## src/rtl/div_pkg.sv

```systemverilog
// Shared types and constants for the multi-cycle divider.
package div_pkg;
  typedef enum logic [1:0] {IDLE, CALC, FIX} state_e;
  localparam int          DIV_ITER   = 32;
  localparam logic [31:0] DIV_ZERO_Q = 32'hFFFFFFFF;
endpackage

```

## src/rtl/adder.sv

```systemverilog
// Combinational carry-lookahead adder: 4-bit groups with group generate/propagate.
module adder #(
  parameter int WIDTH = 32
) (
  input  logic [WIDTH-1:0] a,
  input  logic [WIDTH-1:0] b,
  input  logic             cin,
  output logic [WIDTH-1:0] sum,
  output logic             cout
);
  localparam int NG = WIDTH / 4;

  logic [WIDTH-1:0] g, p, c;
  logic [NG-1:0]    gg, pp;

  assign g = a & b;
  assign p = a ^ b;

  for (genvar k = 0; k < NG; k++) begin : g_grp
    assign gg[k] = g[4*k+3]
                 | (p[4*k+3] & g[4*k+2])
                 | (p[4*k+3] & p[4*k+2] & g[4*k+1])
                 | (p[4*k+3] & p[4*k+2] & p[4*k+1] & g[4*k]);
    assign pp[k] = &p[4*k +: 4];
  end

  // Group carries come from gg/pp; bit carries are only resolved inside a group.
  always_comb begin
    logic cg, cb;
    cg = cin;
    c  = '0;
    for (int k = 0; k < NG; k++) begin
      cb = cg;
      for (int j = 0; j < 4; j++) begin
        c[4*k+j] = cb;
        cb = g[4*k+j] | (p[4*k+j] & cb);
      end
      cg = gg[k] | (pp[k] & cg);
    end
    cout = cg;
  end

  assign sum = p ^ c;
endmodule

```

## src/rtl/subtractor_33.sv

```systemverilog
// 33-bit a - b as a + ~b + 1: the 32-bit CLA adder plus a 1-bit top stage.
module subtractor_33 (
  input  logic [32:0] a,
  input  logic [32:0] b,
  output logic [32:0] diff,
  output logic        neg
);
  logic c31;

  adder #(.WIDTH(32)) u_lo (
    .a    (a[31:0]),
    .b    (~b[31:0]),
    .cin  (1'b1),
    .sum  (diff[31:0]),
    .cout (c31)
  );

  assign diff[32] = a[32] ^ ~b[32] ^ c31;
  assign neg      = diff[32];
endmodule

```

## src/rtl/divider.sv

```systemverilog
// Radix-2 restoring divider, one quotient bit per clock, start/busy/done handshake.
// Signed division is built only when DIVIDER_SIGNED_EN is defined.
module divider #(
  parameter int WIDTH = 32
) (
  input  logic             clk,
  input  logic             rst_n,
  input  logic             start,
  input  logic             sign,
  input  logic [WIDTH-1:0] dividend,
  input  logic [WIDTH-1:0] divisor,
  output logic             busy,
  output logic             done,
  output logic [WIDTH-1:0] quotient,
  output logic [WIDTH-1:0] remainder,
  output logic             div_by_zero
);
  import div_pkg::*;

  state_e           state_q, state_d;
  logic [WIDTH-1:0] a_q, a_d, b_q, b_d;
  logic [WIDTH:0]   p_q, p_d;
  logic [4:0]       cnt_q, cnt_d;
  logic             dz_q, dz_d;
  logic             done_q, done_d;
  logic [WIDTH-1:0] quot_q, quot_d, rem_q, rem_d;
  logic             dzf_q, dzf_d;

  // Iteration datapath: shifted partial remainder minus divisor.
  logic [WIDTH:0]   p_sh, diff;
  logic             diff_neg;

  assign p_sh = {p_q[WIDTH-1:0], a_q[WIDTH-1]};

  subtractor_33 u_sub (
    .a    (p_sh),
    .b    ({1'b0, b_q}),
    .diff (diff),
    .neg  (diff_neg)
  );

  logic [WIDTH-1:0] a_load, b_load, q_fix, r_fix;
  logic             q_neg_load, r_neg_load;

`ifdef DIVIDER_SIGNED_EN
  logic             q_neg_q, q_neg_d, r_neg_q, r_neg_d;
  logic [WIDTH-1:0] neg_x_in, neg_y_in;
  logic [WIDTH:0]   neg_x, neg_y;
  logic             neg_x_s, neg_y_s;
  logic             unused_neg;

  // Two negators shared: operand abs() at load, result fix-up in FIX.
  assign neg_x_in = (state_q == FIX) ? a_q          : dividend;
  assign neg_y_in = (state_q == FIX) ? p_q[WIDTH-1:0] : divisor;

  subtractor_33 u_neg_x (.a(33'd0), .b({1'b0, neg_x_in}), .diff(neg_x), .neg(neg_x_s));
  subtractor_33 u_neg_y (.a(33'd0), .b({1'b0, neg_y_in}), .diff(neg_y), .neg(neg_y_s));

  assign unused_neg = ^{neg_x[WIDTH], neg_y[WIDTH], neg_x_s, neg_y_s};
  assign a_load     = (sign & dividend[WIDTH-1]) ? neg_x[WIDTH-1:0] : dividend;
  assign b_load     = (sign & divisor[WIDTH-1])  ? neg_y[WIDTH-1:0] : divisor;
  assign q_neg_load = sign & (dividend[WIDTH-1] ^ divisor[WIDTH-1]);
  assign r_neg_load = sign & dividend[WIDTH-1];
  assign q_fix      = q_neg_q ? neg_x[WIDTH-1:0] : a_q;
  assign r_fix      = r_neg_q ? neg_y[WIDTH-1:0] : p_q[WIDTH-1:0];
`else
  logic unused_sign;

  assign unused_sign = ^{sign, p_q[WIDTH]};
  assign a_load      = dividend;
  assign b_load      = divisor;
  assign q_neg_load  = 1'b0;
  assign r_neg_load  = 1'b0;
  assign q_fix       = a_q;
  assign r_fix       = p_q[WIDTH-1:0];
`endif

  always_comb begin
    state_d = state_q;
    a_d     = a_q;
    b_d     = b_q;
    p_d     = p_q;
    cnt_d   = cnt_q;
    dz_d    = dz_q;
    done_d  = 1'b0;
    quot_d  = quot_q;
    rem_d   = rem_q;
    dzf_d   = dzf_q;
`ifdef DIVIDER_SIGNED_EN
    q_neg_d = q_neg_q;
    r_neg_d = r_neg_q;
`endif
    case (state_q)
      IDLE: begin
        if (start) begin
          b_d   = b_load;
          p_d   = '0;
          cnt_d = '0;
`ifdef DIVIDER_SIGNED_EN
          q_neg_d = q_neg_load;
          r_neg_d = r_neg_load;
`endif
          if (divisor == '0) begin
            // Raw dividend is kept in A so FIX can return it as the remainder.
            a_d     = dividend;
            dz_d    = 1'b1;
            state_d = FIX;
          end else begin
            a_d     = a_load;
            dz_d    = 1'b0;
            state_d = CALC;
          end
        end
      end
      CALC: begin
        p_d   = diff_neg ? p_sh : diff;
        a_d   = {a_q[WIDTH-2:0], ~diff_neg};
        cnt_d = cnt_q + 5'd1;
        if (cnt_q == 5'(DIV_ITER - 1)) state_d = FIX;
      end
      FIX: begin
        done_d  = 1'b1;
        dzf_d   = dz_q;
        quot_d  = dz_q ? DIV_ZERO_Q : q_fix;
        rem_d   = dz_q ? a_q        : r_fix;
        state_d = IDLE;
      end
      default: state_d = IDLE;
    endcase
  end

  always_ff @(posedge clk) begin
    if (!rst_n) begin
      state_q <= IDLE;
      a_q     <= '0;
      b_q     <= '0;
      p_q     <= '0;
      cnt_q   <= '0;
      dz_q    <= 1'b0;
      done_q  <= 1'b0;
      quot_q  <= '0;
      rem_q   <= '0;
      dzf_q   <= 1'b0;
`ifdef DIVIDER_SIGNED_EN
      q_neg_q <= 1'b0;
      r_neg_q <= 1'b0;
`endif
    end else begin
      state_q <= state_d;
      a_q     <= a_d;
      b_q     <= b_d;
      p_q     <= p_d;
      cnt_q   <= cnt_d;
      dz_q    <= dz_d;
      done_q  <= done_d;
      quot_q  <= quot_d;
      rem_q   <= rem_d;
      dzf_q   <= dzf_d;
`ifdef DIVIDER_SIGNED_EN
      q_neg_q <= q_neg_d;
      r_neg_q <= r_neg_d;
`endif
    end
  end

  assign busy        = (state_q != IDLE);
  assign done        = done_q;
  assign quotient    = quot_q;
  assign remainder   = rem_q;
  assign div_by_zero = dzf_q;
endmodule

```

## config.mk

```make
export PLATFORM = sky130hd
export DESIGN_NAME = divider
export DESIGN_NICKNAME = d
export VERILOG_FILES = /design/src/rtl/div_pkg.sv /design/src/rtl/adder.sv /design/src/rtl/subtractor_33.sv /design/src/rtl/divider.sv
export SDC_FILE = /design/constraint.sdc
export NUM_CORES = 1
export LEC_CHECK = 0
export CAP_MARGIN = 20
export CORE_ASPECT_RATIO = 1.1
export CORE_MARGIN = 2
export CORE_UTILIZATION = 50
export DETAILED_ROUTE_END_ITERATION = 8
export GPL_TIMING_DRIVEN = 0
export PLACE_DENSITY_LB_ADDON = 0.2
export SLEW_MARGIN = 40
export SYNTH_ARGS = -nofsm -noshare
export SYNTH_HDL_FRONTEND = slang
export SYNTH_SLANG_ARGS = --single-unit
```

## constraint.sdc

```tcl
create_clock -name clk -period 3.29 [get_ports clk]
set_input_delay 0.658 -clock clk [delete_from_list [all_inputs] [get_ports clk]]
set_output_delay 0.658 -clock clk [all_outputs]
set_load 0.01 [all_outputs]
```

==> results.ini <==
[yosys]
ys_seq_area_share_pct = 37.5
synth_area_per_cell_um2 = 8.51
synth_area_leaders = dfxtp_1, nand2_1, fa_1
ys_seq_elements = 170
synth_compound_area_share_pct = 20.7
synth_edf_count = 0
syn-cell-area_um2 = 9070
synthArstFlopShare_pct = 0
synth_fa_ha_area_share_pct = 9.90
synth_simple_gate_area_share_pct = 23.4
synth_top_family_by_area = simple AND/OR/NAND/NOR gates
muxShareOfSynthArea_pct = 1.32
ys.flop_type = dfxtp_1
synthXorXnorAreaFrac_pct = 0.773
yosys.area.top_type = dfxtp_1
synth_top_area_share_pct = 37.5
synth_nets = 1192
synthCells = 1066
yosysUniqueCellTypes = 52
yosys_warnings = 0

[route]
drc = 0
drt_wl_total_um = 26700
dr.pass1.iters = 5
drtIter0Drc = 721
drt-vias-per-instance = 5.62
vias = 8343
avgRoutedWirePerCell_um = 18.0
antenna_left = 0

[sta]
finalClockSkew_ns = 0.00847
setup_ws_ns = -0.121
setup-tns-final_ns = -0.407
rsz0062_at_grt = yes
min_period_ns = 3.41
finalSetupViolCount = 6
max_slew.worst_pin.slew_ns = 0.747
hold_violations = 0
max_freq_mhz = 293
slew_viol_final = 0
fin_crit_sh_pct = 104
max_slew_margin_pct = 50.2

[cells_and_area]
drive_above_1_share_pct = 13.6
final_common_cell = nand2_1
fin_area_um2 = 11600
final_util_pct = 65.5
layout.area.seq_um2 = 3440
nFillCells = 1588
diodes = 0
syn2layout_area_growth_pct = 28.0
most-common-layout-cells = nand2_1, dfxtp_1, clkdlybuf4s50_1, nor2_1, clkbuf_1
stdcell_count = 1484
multi_input_area_um2 = 5310
nNetsFinal = 1359

[power]
p_total_mw = 5.63
ir_drop_uv = 402
powerDensity_nw_per_um2 = 485
p_leak_nw = 4.52

[floorplan]
start_util_pct = 51.1
die_w_um = 132
coreArea_um2 = 17700
die-area_um2 = 19200
die_h_um = 145
rows = 51
ioPinCount = 135

[clocking]
clk_path_buf_depth = 2
cts_tree = built
clk_latency_ns = 0.44
hold_buffers = 0
numClockSinks = 170
cts-root-buf = clkbuf_16
cts_buffers = 17
clk_pin_slew_worst_paths_ns = 0.07
h-tree-depth = 4

[worst_setup_path]
path_class = reg -> reg
cp-end-kind = register
critPathMaxFanout = 2
arrival_ns = 3.73
worstSetupStartpointType = register
required_ns = 3.61

[placed_design]
dpl_cell_area_um2 = 10700
dpl.cell_count = 1436
place.gp.congestion = 0.886
port_buffers = 132
hpwl_um = 19900

[grt]
grt_max_degree = 17
grt_usage_pct = 27.6
grt_pass1_vias = 8102
antenna_found_initial = 0
grt-ovfl-total = 0
grt_pass1_wl_um = 42400

[run]
maxCapViolations = 0

[status]
violations = setup timing
outcome = finished, violations left

[hold_path]
hp-class = reg -> reg

==> final timing paths <==
kind | start | end | slack, ns | cells past startpoint
setup / recovery | b_q[12]$_SDFFE_PN0P_ | p_q[26]$_SDFFE_PN0P_ | -0.12 | 14
hold / removal | b_q[11]$_SDFFE_PN0P_ | b_q[11]$_SDFFE_PN0P_ | 0.46 | 2
setup reg to reg | b_q[12]$_SDFFE_PN0P_ | p_q[26]$_SDFFE_PN0P_ | -0.12 | 14
hold reg to reg | b_q[11]$_SDFFE_PN0P_ | b_q[11]$_SDFFE_PN0P_ | 0.46 | 2
==> synth_stat cells, drive strengths merged, types with 34 or more instances <==
cell      n
a21oi    44
o211a    34
nor2b    35
inv      60
nor3     34
nor2    102
ha       35
a21boi   36
o211ai   53
nand2   175
clkbuf   77
dfxtp   170
==> stage by stage <==
step                worst slack (ns)  hold slack, ns
detailed placement            -0.605           0.459
CTS                           -0.106           0.467
finish                        -0.121           0.464
global placement              -0.544           0.452
floorplan                     0.0534           0.443
global route                  -0.219           0.483
==> flip-flops by register name, indices dropped and copies added (netlist names) <==
| signal | cells |
|---|---|
| done | 1 |
| quotient | 32 |
| b_q | 32 |
| cnt_q | 5 |
| a_q | 32 |
| div_by_zero | 1 |
| dz_q | 1 |
| state_q | 2 |
| p_q | 32 |
| remainder | 32 |
==> area by class of cell <==
class	count	share of cell area (%)
multi-input combinational	749	45.7
sequential	170	29.6
timing repair buffer	148	12.4
clock buffer	17	3.66
buffer	87	3.09
tap	238	2.56
inverter	60	1.94
clock inverter	15	1.00
==> report_power, final <==
part	leakage [nW]	switching, mW	internal (mW)	total, mW
logic	2.86	0.804	0.615	1.42
clock network	0.255	0.921	0.980	1.90
registers	1.40	0.126	2.19	2.31
==> worst max-delay path, stage by stage (launching register included) <==
cell and delay [ns]:
dfxtp_2 0.34, inv_2 0.05, ha_4 0.24, nand4_1 0.15
or3_4 0.41, o21ai_4 0.28, nor4_4 0.07, nor2_2 0.17
inv_2 0.06, fa_2 0.35, fa_2 0.36, fa_2 0.54
nor2_2 0.04, nand4_1 0.12, o211ai_1 0.09
==> what timing repair did <==
| item | CTS | global route |
|---|---|---|
| setup endpoints to repair | 13 | 17 |
| setup buffers | 13 | 3 |
| gates resized for setup | 49 | 24 |
| pin swaps | 20 | 24 |
==> logic make-up after synthesis <==
kind of cell / Yosys count
and+or+nand+nor: 440
AOI/OAI and AO/OA: 231
DFF: 170
buffers and inverters: 147
adders and majority gates: 58
muxes: 12
xor gates and xnor gates: 8
==> layer usage <==
metal,part of all wire (%),wire [µm],global-route usage (%)
met5,0,0,0
met1,43,11500,36.0
met2,48,12800,45.9
met3,6.6,1760,4.82
met4,2.5,679,10.1
(Power assumes the default switching activity.)
==> edit 1, RTL diff (config.mk and constraints unchanged) <==
`DIV_ZERO_Q`: 32'hFFFFFFFF -> 32'h80000000.
--- a/src/rtl/div_pkg.sv
+++ b/src/rtl/div_pkg.sv
@@ -3,5 +3,5 @@
   typedef enum logic [1:0] {IDLE, CALC, FIX} state_e;
   localparam int          DIV_ITER   = 32;
-  localparam logic [31:0] DIV_ZERO_Q = 32'hFFFFFFFF;
+  localparam logic [31:0] DIV_ZERO_Q = 32'h80000000;
 endpackage
 
Check against the original RTL: not equivalent (a bounded check fails within 4 cycles, from zero or initial values and one cycle with rst_n low).
==> edit 1 against the unedited design <==
Critical path type unchanged. Setup slack gained 0.080 ns. Clock power grew 5%. The run still ends with setup timing left. Global-route usage shrank 0.67 points. Hold slack lost 0.0067 ns. Largest power group unchanged. Synthesized area grew 0.86%. Sequential cell count is the same. Power grew 0.32%. Critical path depth shrank 1. Design area grew 1.0%. Count of clock-buffer cells in the layout grew 1. First-iteration DRC count shrank 11%. Maximum frequency grew 2.4%. Routed wire length shrank 2.2%.
==> edit 1: results (changes against the unedited design) <==
{| class="wikitable"
! Metric !! Value
|-
| Wire length of the first global-routing pass || 41.43 mm (-2.2%)
|-
| Final-stage net count || 1360 (+0.074%)
|-
| M3 GR Usage || 5.225% (+0.40 points)
|-
| Largest cells by area after synthesis || sky130_fd_sc_hd__dfxtp_1 37%, sky130_fd_sc_hd__nand2_1 8.5%, sky130_fd_sc_hd__a21boi_0 5.5%, sky130_fd_sc_hd__fa_1 5.0%, sky130_fd_sc_hd__ha_1 4.8%
|-
| Total of endpoints with negative setup slack in the final report || 4 (-2)
|-
| Data buffer area share || 15.40% (-0.11 points)
|-
| Run status || finished with violations
|-
| Largest clock skew in the final design || 0.007498 ns (-0.0009692 ns)
|-
| Number of global-route vias before repair || 8049 (-0.65%)
|-
| Total routing usage reported by global routing || 26.96% (-0.67 points)
|-
| Maximum fanout encountered on the critical timing path || 4 (+2)
|-
| Count of vias placed by the detailed router || 8396 (+0.64%)
|-
| Wire length on met1 || 10.89 mm (-5.5%)
|-
| Sequential cell area share || 29.32% (-0.28 points)
|-
| Non-clock buffer count || 236 (+0.43%)
|-
| Layout filler cell count || 1466 (-7.7%)
|-
| Leakage || 4.511 nW (about the same)
|-
| Aggregate routed wire length || 26.17 mm (-2.2%)
|-
| Count of flip-flops and latches || 170 (unchanged)
|-
| Transition time at the pin with the least slew margin || 0.6846 ns (-0.06244 ns)
|-
| HPWL reported at the end of detailed placement || 19.81 mm (-0.36%)
|-
| Met3 wire length || 1.779 mm (+1.3%)
|-
| Violations in the final reports || setup timing
|-
| Global routing met2 resource utilization || 45.52% (-0.39 points)
|-
| Met1 routing resource usage after global routing || 33.81% (-2.2 points)
|-
| Leading cell types by count after synthesis || 206 x sky130_fd_sc_hd__nand2_1, 170 x sky130_fd_sc_hd__dfxtp_1, 76 x sky130_fd_sc_hd__clkbuf_1
|-
| Layout clock buffers || 18 (+1)
|-
| Placement-stage worst setup slack || -0.4843 ns (+0.1203 ns)
|-
| Final critical-path setup slack || -0.04150 ns (+0.07994 ns)
|-
| Arrival time reported for the critical path endpoint || 3.65 ns (-0.08 ns)
|-
| Amount of wire on met2 after detailed routing || 12.70 mm (-0.70%)
|-
| Clock-cell share of area || 4.906% (+0.24 points)
|}
edit 1: final timing paths:
kind                             start                   endpoint  slack [ns]  cells after the start
max                p_q[6]$_SDFFE_PN0P_       p_q[26]$_SDFFE_PN0P_       -0.04                     13
min reg2reg  quotient[27]$_SDFFE_PN0P_  quotient[27]$_SDFFE_PN0P_        0.46                      2
max reg2reg        p_q[6]$_SDFFE_PN0P_       p_q[26]$_SDFFE_PN0P_       -0.04                     13
min          quotient[27]$_SDFFE_PN0P_  quotient[27]$_SDFFE_PN0P_        0.46                      2
edit 1: cells by family after synthesis:
| kind of cell | after synthesis | share of synthesized area [%] |
|---|---|---|
| xor gates and xnor gates | 8 | 0.7660 |
| adders and majority gates | 58 | 9.821 |
| DFF | 170 | 37.20 |
| buffers and inverters | 147 | 6.374 |
| muxes | 12 | 1.313 |
| and+or+nand+nor | 409 | 21.49 |
| AOI/OAI and AO/OA | 262 | 23.03 |
edit 1: metrics by stage:
stage          power (mW)  hold slack [ns]  area, um2
4_1_cts             5.580           0.4635      11550
5_1_grt             5.887           0.4787      11730
6_report            5.649           0.4571      11730
3_3_place_gp        3.525           0.4491      10770
2_1_floorplan       3.128           0.4435       9148
3_5_place_dp        3.558           0.4557      10770
edit 1: report_power, final:
| group | total [mW] | switching, mW | internal (mW) |
|---|---|---|---|
| logic | 1.36 | 0.766 | 0.596 |
| registers | 2.29 | 0.118 | 2.17 |
| clock network | 2.00 | 0.917 | 1.08 |
| total | 5.65 | 1.80 | 3.85 |
edit 1: what timing repair did:
item | in CTS | in global routing
endpoints found under the setup margin | 12 | 11
gates resized for setup | 39 | 34
setup buffers | 8 | 9
pin swaps | 9 | 23
gates cloned | 0 | 0
==> edit 2, RTL diff (same settings) <==
Made on the original files. Encoding of `state_e`: now one-hot (3 bits for 3 states).
--- a/src/rtl/div_pkg.sv
+++ b/src/rtl/div_pkg.sv
@@ -1,5 +1,5 @@
 // Shared types and constants for the multi-cycle divider.
 package div_pkg;
-  typedef enum logic [1:0] {IDLE, CALC, FIX} state_e;
+  typedef enum logic [2:0] {IDLE = 3'b001, CALC = 3'b010, FIX = 3'b100} state_e;
   localparam int          DIV_ITER   = 32;
   localparam logic [31:0] DIV_ZERO_Q = 32'hFFFFFFFF;
Function: no difference found for any inputs over 4 cycles, from zero or initial values and one cycle with rst_n low; so few cycles prove little.
==> edit 2 against the unedited design <==
First-iteration DRC count shrank 24%. Routed wire length shrank 15%. Design area shrank 6.6%. Setup slack gained 0.25 ns. Die area shrank 5.7%. Sequential cell count grew 1. Synthesized area shrank 5.9%.
Power is not compared: it rests on default switching activity, and its combinational part moved more than twofold at a synthesized area within 25%.
==> edit 2: results (changes against the unedited design) <==
{| class="wikitable"
! Metric !! Value
|-
| Post-Syn Nets || 1102 (-7.6%)
|-
| Clock-cell share of area || 5.490% (+0.82 points)
|-
| Proportion of netlist area held by the largest area contributor || 40.10% (+2.6 points)
|-
| Placement-stage worst setup slack || -0.2260 ns (+0.3786 ns)
|-
| DRC marker count from the first detailed-route iteration || 545 (-24%)
|-
| HPWL reported at the end of detailed placement || 17.39 mm (-13%)
|-
| Cell total after placement || 1317 (-8.3%)
|-
| Leading cell types by count after synthesis || 211 x sky130_fd_sc_hd__nand2_1, 171 x sky130_fd_sc_hd__dfxtp_1, 67 x sky130_fd_sc_hd__inv_1
|-
| Layout filler cell count || 1480 (-6.8%)
|-
| Final critical-path setup slack || 0.1272 ns (+0.2486 ns)
|-
| Fraction of standard cell area in multi-input logic || 42.80% (-2.9 points)
|-
| Wire length of the first global-routing pass || 36.41 mm (-14%)
|-
| Number of non-clock inverters || 67 (+12%)
|-
| Post-DR vias/cell || 5.534 (-1.6%)
|-
| Total routing usage reported by global routing || 25.47% (-2.2 points)
|-
| Sequential-to-total area share from yosys stat || 40.10% (+2.6 points)
|-
| Critical Path Sink || p_q[30]$_SDFFE_PN0P_
|-
| Fraction of layout cells with a size suffix above 1 || 7.349% (-6.2 points)
|-
| Area after detailed placement || 0.01013 mm2 (-5.3%)
|-
| Routability-driven placement congestion ratio || 0.8500 (-4.0%)
|-
| Maximum fanout encountered on the critical timing path || 3 (+1)
|-
| Worst reg2reg path depth || 15 (+1)
|-
| Worst Hold Slack || 0.4654 ns (+0.001611 ns)
|-
| Data buffer area share || 15.32% (-0.19 points)
|-
| Synth unique cells || 47 (-9.6%)
|-
| Count of flip-flops and latches || 171 (+0.59%)
|-
| Normalized max-slew margin || 52.71% (+2.5 points)
|-
| Run status || complete, no violations
|-
| Die Area || 0.01814 mm2 (-5.7%)
|-
| Largest cells by area after synthesis || sky130_fd_sc_hd__dfxtp_1 40%, sky130_fd_sc_hd__nand2_1 9.3%, sky130_fd_sc_hd__o211a_1 7.4%, sky130_fd_sc_hd__fa_1 5.4%, sky130_fd_sc_hd__ha_1 5.1%
|-
| Non-clock buffer count || 207 (-12%)
|-
| Post-Syn Instances || 976 (-8.4%)
|-
| Largest clock skew in the final design || 0.01189 ns (+0.003419 ns)
|}
edit 2: cell count changes in the layout (fill, tap and decap cells not counted), sizes merged, moves of 20 or more:
cell / unedited run / this run
nand3: 2 / 38
o221ai: 0 / 31
nand4: 31 / 5
nor2: 102 / 42
nand2: 175 / 211
o211ai: 53 / 33
o211a: 34 / 63
nor2b: 35 / 3
o221a: 30 / 0
a21oi: 44 / 17
edit 2: logic make-up (layout without fill, tap and decap cells):
logic type               after synthesis  count (layout)  share of synthesized area (%)
AND/OR/NAND/NOR                      390             390                          21.00
XOR/XNOR                               9               9                         0.9234
multiplexers                           4               4                         0.7621
flip-flops                           171             171                          40.10
adder cells (fa/ha/maj)               58              58                          10.52
AO/OA/AOI/OAI                        205             205                          20.05
buffers and inverters                139             306                          6.639
edit 2: worst min path at each step:
stage and to:
2_1_floorplan cnt_q[3]$_SDFFE_PN0P_, 3_3_place_gp b_q[15]$_SDFFE_PN0P_, 3_5_place_dp b_q[11]$_SDFFE_PN0P_, 4_1_cts b_q[11]$_SDFFE_PN0P_, 5_1_grt b_q[15]$_SDFFE_PN0P_, 6_report b_q[11]$_SDFFE_PN0P_
edit 2: critical path, cell delays in order (launching register included):
cell and delay [ns]:
sky130_fd_sc_hd__dfxtp_1 0.40, sky130_fd_sc_hd__inv_1 0.06, sky130_fd_sc_hd__ha_1 0.27, sky130_fd_sc_hd__nand2_1 0.09, sky130_fd_sc_hd__o21ai_2 0.19, sky130_fd_sc_hd__a21o_2 0.16
sky130_fd_sc_hd__and4bb_4 0.24, sky130_fd_sc_hd__a21oi_1 0.07, sky130_fd_sc_hd__nand2_1 0.10, sky130_fd_sc_hd__a21oi_2 0.07, sky130_fd_sc_hd__fa_2 0.35, sky130_fd_sc_hd__fa_1 0.38
sky130_fd_sc_hd__inv_1 0.08, sky130_fd_sc_hd__fa_1 0.40, sky130_fd_sc_hd__inv_1 0.08, sky130_fd_sc_hd__o221ai_2 0.10
edit 2: routing by layer:
layer	global-route usage [%]	vias to the layer above	share of wire (%)
li1	-	3704	-
met1	33.51	3550	45
met2	43.28	196	49
met3	4.440	26	4.6
met4	6.808	0	1.4
met5	0	-	0
edit 2: timing repair:
action / 4_1_cts / 5_1_grt
pin swaps: 4 / 5
gates resized for setup: 12 / 19
setup buffers: 1 / 1
endpoints found under the setup margin: 8 / 6
edit 2: stage by stage:
step	utilization [%]	power, mW
finish	64.23	4.802
global route	64.23	4.985
CTS	63.76	4.800
detailed placement	59.96	2.789
global placement	59.96	2.776
floorplan	-	2.574
edit 2: power by group:
group	internal [mW]	switching, mW
Sequential	2.13	0.0659
Combinational	0.271	0.304
Clock	1.16	0.868
